--- src/rtl/memory_rw_arbiter.sv ---
// Round-robin arbiter that puts one writer and one reader onto a single memory port.
// Memory strobes are registered, and read data comes back in order through a fixed-latency tag pipeline.
module memory_rw_arbiter #(
    parameter int ADDR_W       = 32,
    parameter int DATA_W       = 32,
    parameter int READ_LATENCY = 1
) (
    input  logic              clk,
    input  logic              rst,
    input  logic              wr_req,
    input  logic [ADDR_W-1:0] wr_addr,
    input  logic [DATA_W-1:0] wr_data,
    output logic              wr_gnt,
    input  logic              rd_req,
    input  logic [ADDR_W-1:0] rd_addr,
    output logic              rd_gnt,
    output logic [DATA_W-1:0] rd_data,
    output logic              rd_valid,
    output logic [ADDR_W-1:0] mem_address,
    output logic [DATA_W-1:0] mem_data_out,
    output logic              mem_write_enable,
    output logic              mem_read_enable,
    input  logic [DATA_W-1:0] mem_data_in
);

    generate
        if (READ_LATENCY < 1 || READ_LATENCY > 4) begin : g_bad_latency
            $error("memory_rw_arbiter: READ_LATENCY must be in 1..4");
        end
    endgenerate

    typedef enum logic {
        GRANT_RD = 1'b0,
        GRANT_WR = 1'b1
    } grant_e;

    grant_e              last_q, last_d;
    logic                mem_we_q, mem_re_q;
    logic [ADDR_W-1:0]   mem_addr_q;
    logic [DATA_W-1:0]   mem_dout_q;
    logic [READ_LATENCY:0] tag_q;
    logic                rd_valid_q;
    logic [DATA_W-1:0]   rd_data_q;

    // A grant is only raised while its request is high, so a grant implies a transfer.
    always_comb begin
        wr_gnt = 1'b0;
        rd_gnt = 1'b0;
        last_d = last_q;
        if (!rst) begin
            if (wr_req && rd_req) begin
                if (last_q == GRANT_RD) wr_gnt = 1'b1;
                else                    rd_gnt = 1'b1;
            end else begin
                wr_gnt = wr_req;
                rd_gnt = rd_req;
            end
            if (wr_gnt)      last_d = GRANT_WR;
            else if (rd_gnt) last_d = GRANT_RD;
        end
    end

    always_ff @(posedge clk) begin
        if (rst) begin
            last_q     <= GRANT_RD;
            mem_we_q   <= 1'b0;
            mem_re_q   <= 1'b0;
            mem_addr_q <= '0;
            mem_dout_q <= '0;
            tag_q      <= '0;
            rd_valid_q <= 1'b0;
            rd_data_q  <= '0;
        end else begin
            last_q   <= last_d;
            mem_we_q <= wr_gnt;
            mem_re_q <= rd_gnt;
            if (wr_gnt) begin
                mem_addr_q <= wr_addr;
                mem_dout_q <= wr_data;
            end else if (rd_gnt) begin
                mem_addr_q <= rd_addr;
            end
            // tag_q[k] is high in the k-th cycle after the read strobe.
            tag_q      <= {tag_q[READ_LATENCY-1:0], rd_gnt};
            rd_valid_q <= tag_q[READ_LATENCY];
            if (tag_q[READ_LATENCY]) rd_data_q <= mem_data_in;
        end
    end

    assign mem_write_enable = mem_we_q;
    assign mem_read_enable  = mem_re_q;
    assign mem_address      = mem_addr_q;
    assign mem_data_out     = mem_dout_q;
    assign rd_valid         = rd_valid_q;
    assign rd_data          = rd_data_q;

endmodule

--- config.mk ---
export PLATFORM = sky130hd
export DESIGN_NAME = memory_rw_arbiter
export DESIGN_NICKNAME = d
export VERILOG_FILES = /design/src/rtl/memory_rw_arbiter.sv
export SDC_FILE = /design/constraint.sdc
export NUM_CORES = 1
export LEC_CHECK = 0
export BUFFER_PORTS_ARGS = -buffer_cell sky130_fd_sc_hd__buf_2
export CELL_PAD_IN_SITES_DETAIL_PLACEMENT = 1
export CELL_PAD_IN_SITES_GLOBAL_PLACEMENT = 2
export CORE_MARGIN = 4
export CORE_UTILIZATION = 23
export CTS_CLUSTER_DIAMETER = 150
export DETAILED_ROUTE_END_ITERATION = 8
export PLACE_DENSITY = 0.88
export REMOVE_ABC_BUFFERS = 1
export SLEW_MARGIN = 5
export SYNTH_ARGS = -nofsm -noshare
export SYNTH_HDL_FRONTEND = slang
export SYNTH_SLANG_ARGS = --single-unit
--- constraint.sdc ---
create_clock -name clk -period 1.4 [get_ports clk]
set_input_delay 0.07 -clock clk [delete_from_list [all_inputs] [get_ports clk]]
set_output_delay 0.07 -clock clk [all_outputs]
set_load 0.005 [all_outputs]
==> results.py <==
metrics = {
    "layout": {
        "layout_commonest_cell": "buf_2",
        "syn2layout_area_growth_pct": 73.6,
        "fillers": 1893,
        "finalNonFillerCells": 933,
        "drive_gt1_frac": 0.372,
        "regArea_um2": 2030,
        "multi_input_area_um2": 1560,
        "design_area_um2": 6470,
        "final_util": 0.407,
        "finalNetCount": 842,
        "final_cell_mix": "232 x buf_2, 100 x dlygate4sd3_1, 99 x dfxtp_1",
    },
    "routing": {
        "drt_iter0_drc": 96,
        "dr.pass1.iters": 4,
        "drt-total-wl_um": 16000,
        "vias": 4142,
        "ant_nets": 0,
        "wl_per_cell_um": 17.2,
        "drcViolationCount": 0,
        "via_per_inst": 4.44,
    },
    "sta": {
        "slew_headroom": 0.549,
        "worstMarginPinSlew_ns": 0.673,
        "hold_violations": 0,
        "fin_crit_sh": 0.953,
        "layout_min_cycle_time_ns": 1.33,
        "setup_viol": 0,
        "slew_viol_final": 0,
        "fmax_mhz": 749,
        "fin_skew_ns": 0.00962,
        "rsz0062_at_grt": "false",
    },
    "clock_tree": {
        "htree_num_levels": 3,
        "clkSinkCount": 101,
        "path_clk_slew_ns": 0.08,
        "clk_latency_ns": 0.35,
        "cts_max_path_buffers": 2,
        "root_buffer": "clkbuf_16",
        "cts_made_buffers": 9,
        "cts_tree": "done",
    },
    "logic_synthesis": {
        "yosysTopAreaCellShare": 0.543,
        "synth_top_area_cell": "dfxtp_1",
        "synth.yosys.seq_area_share": 0.543,
        "synth-warning-count": 0,
        "yosys_register_bits": 101,
        "syn-cell-area_um2": 3720,
        "ys_types": 20,
        "synthTopCellsByArea": "dfxtp_1 54%, mux2i_1 14%, nand2_1 6.4%",
        "synth_cells": 387,
        "syn_area_per_cell_um2": 9.62,
    },
    "worst_setup_path": {
        "cp-end-kind": "flip-flop",
        "required_ns": 1.64,
        "arrival_ns": 1.57,
        "critPathMaxStageDelay_ns": 0.36,
        "crit_type": "flip-flop to flip-flop",
        "r2r_slack_ns": 0.07,
        "startpoint_type": "flip-flop",
        "slowest_stage": "dfxtp_4",
        "path_max_fanout": 8,
        "path_cells": "nor2b_1 -> nor3b_2 -> buf_6 -> buf_4 -> a221o_1",
    },
    "outcome": {
        "status": "finished, final reports clean",
    },
    "power": {
        "power.total_mw": 6.72,
        "power_density_nw_per_um2": 1040,
        "leakage_nw": 3.04,
        "max-vdd-ir-drop_mv": 0.891,
    },
    "floorplan": {
        "initial_core_util": 0.234,
        "die_area_um2": 18300,
        "rows": 46,
        "pin_count": 233,
        "die_w_um": 135,
        "core_um2": 15900,
        "die_h_um": 135,
    },
    "min_path": {
        "hold_path.class": "primary input to flip-flop",
    },
    "placed_design": {
        "dp.final_hpwl_um": 9540,
        "placed_area_um2": 5120,
        "gp_congestion": 0.748,
        "placed_cells": 812,
        "io_buffer_count": 232,
    },
    "global_routing": {
        "globalRoute.totalOverflow": 0,
        "grt_first_pass_wirelength_um": 24700,
        "grt_max_degree": 91,
        "antenna_found_initial": 3,
        "grt_pass1_vias": 4617,
        "grt_use_total": 0.172,
    },
    "job": {
        "drv_cap": 0,
    },
}
through the flow:
stage / setup slack [ns] / hold WS, ns / TNS [ns]
after floorplan: -0.773 / 0.139 / -43.80
after global placement: 0.00781 / 0.294 / 0
after detailed placement: -0.0920 / 0.302 / -0.881
after CTS: 0.0144 / 0.000773 / 0
after global routing: 0.00163 / 0.00282 / 0
final: 0.0654 / 0.0157 / 0
worst paths after layout:
kind / end / depth (start not counted) / from
max: mem_address[26] / 5 / last_q
min: mem_address[27] / 3 / wr_addr[27]
max reg2reg: mem_address[26] / 5 / last_q
min reg2reg: mem_data_out[11] / 2 / mem_data_out[11]
Yosys cell counts (all sizes together):
library cell	instances
a21boi	1
a211oi	20
nand2	64
mux2i	51
nor2	54
buf	24
and2	13
nor3b	2
nor2b	3
a21bo	1
a21oi	32
a221o	13
nor3	1
clkbuf	7
dfxtp	101
logic make-up (layout without fill, tap and decap cells):
group / after synthesis / after routing / share of synthesized area
other cells: 0 / 2 / 0
flops: 101 / 101 / 0.543
simple gates: 137 / 137 / 0.155
mux: 51 / 51 / 0.137
buf+inv: 31 / 359 / 0.0427
compound gates: 67 / 67 / 0.123
layer usage:
layer | global-route usage | share of wire | up-vias
li1 | - | - | 1959
met1 | 0.180 | 0.38 | 1957
met2 | 0.304 | 0.50 | 183
met3 | 0.0691 | 0.087 | 41
met4 | 0.0705 | 0.031 | 2
met5 | 0 | 0.00044 | -
power breakdown:
part	total (mW)	internal, mW	switching (mW)
combinational	1.11	0.617	0.497
sequential	3.13	3.04	0.0888
clock	2.48	1.29	1.19
critical path, delay by kind of cell, from the launching register on:
family	cells	cell delay, ns
buf+inv	2	0.31
simple gates	2	0.26
compound gates	1	0.29
flops	1	0.36
flip-flops by register name (all words and copies together), names as in the netlist:
name              flops
mem_write_enable      1
last_q                1
mem_data_out         32
tag_q                 2
rd_valid              1
rd_data              32
mem_address          32
repair_timing:
| action | 4_1_cts | 5_1_grt |
|---|---|---|
| setup buffers | 1 | 2 |
| gates resized for setup | 2 | 2 |
| hold buffers | 100 | 0 |
| hold endpoints to repair | 87 | 0 |
| cloned | 0 | 0 |
| pin swaps | 1 | 0 |
| setup endpoints to repair | 2 | 2 |
layout make-up:
cell class	count	share of cell area
Sequential cell	101	0.313
Clock inverter	6	0.00851
Timing Repair Buffer	343	0.357
Multi-Input combinational cell	255	0.241
Clock buffer	10	0.0370
Tap cell	216	0.0418
Antenna cell	2	0.000774
(Power assumes the default switching activity.)
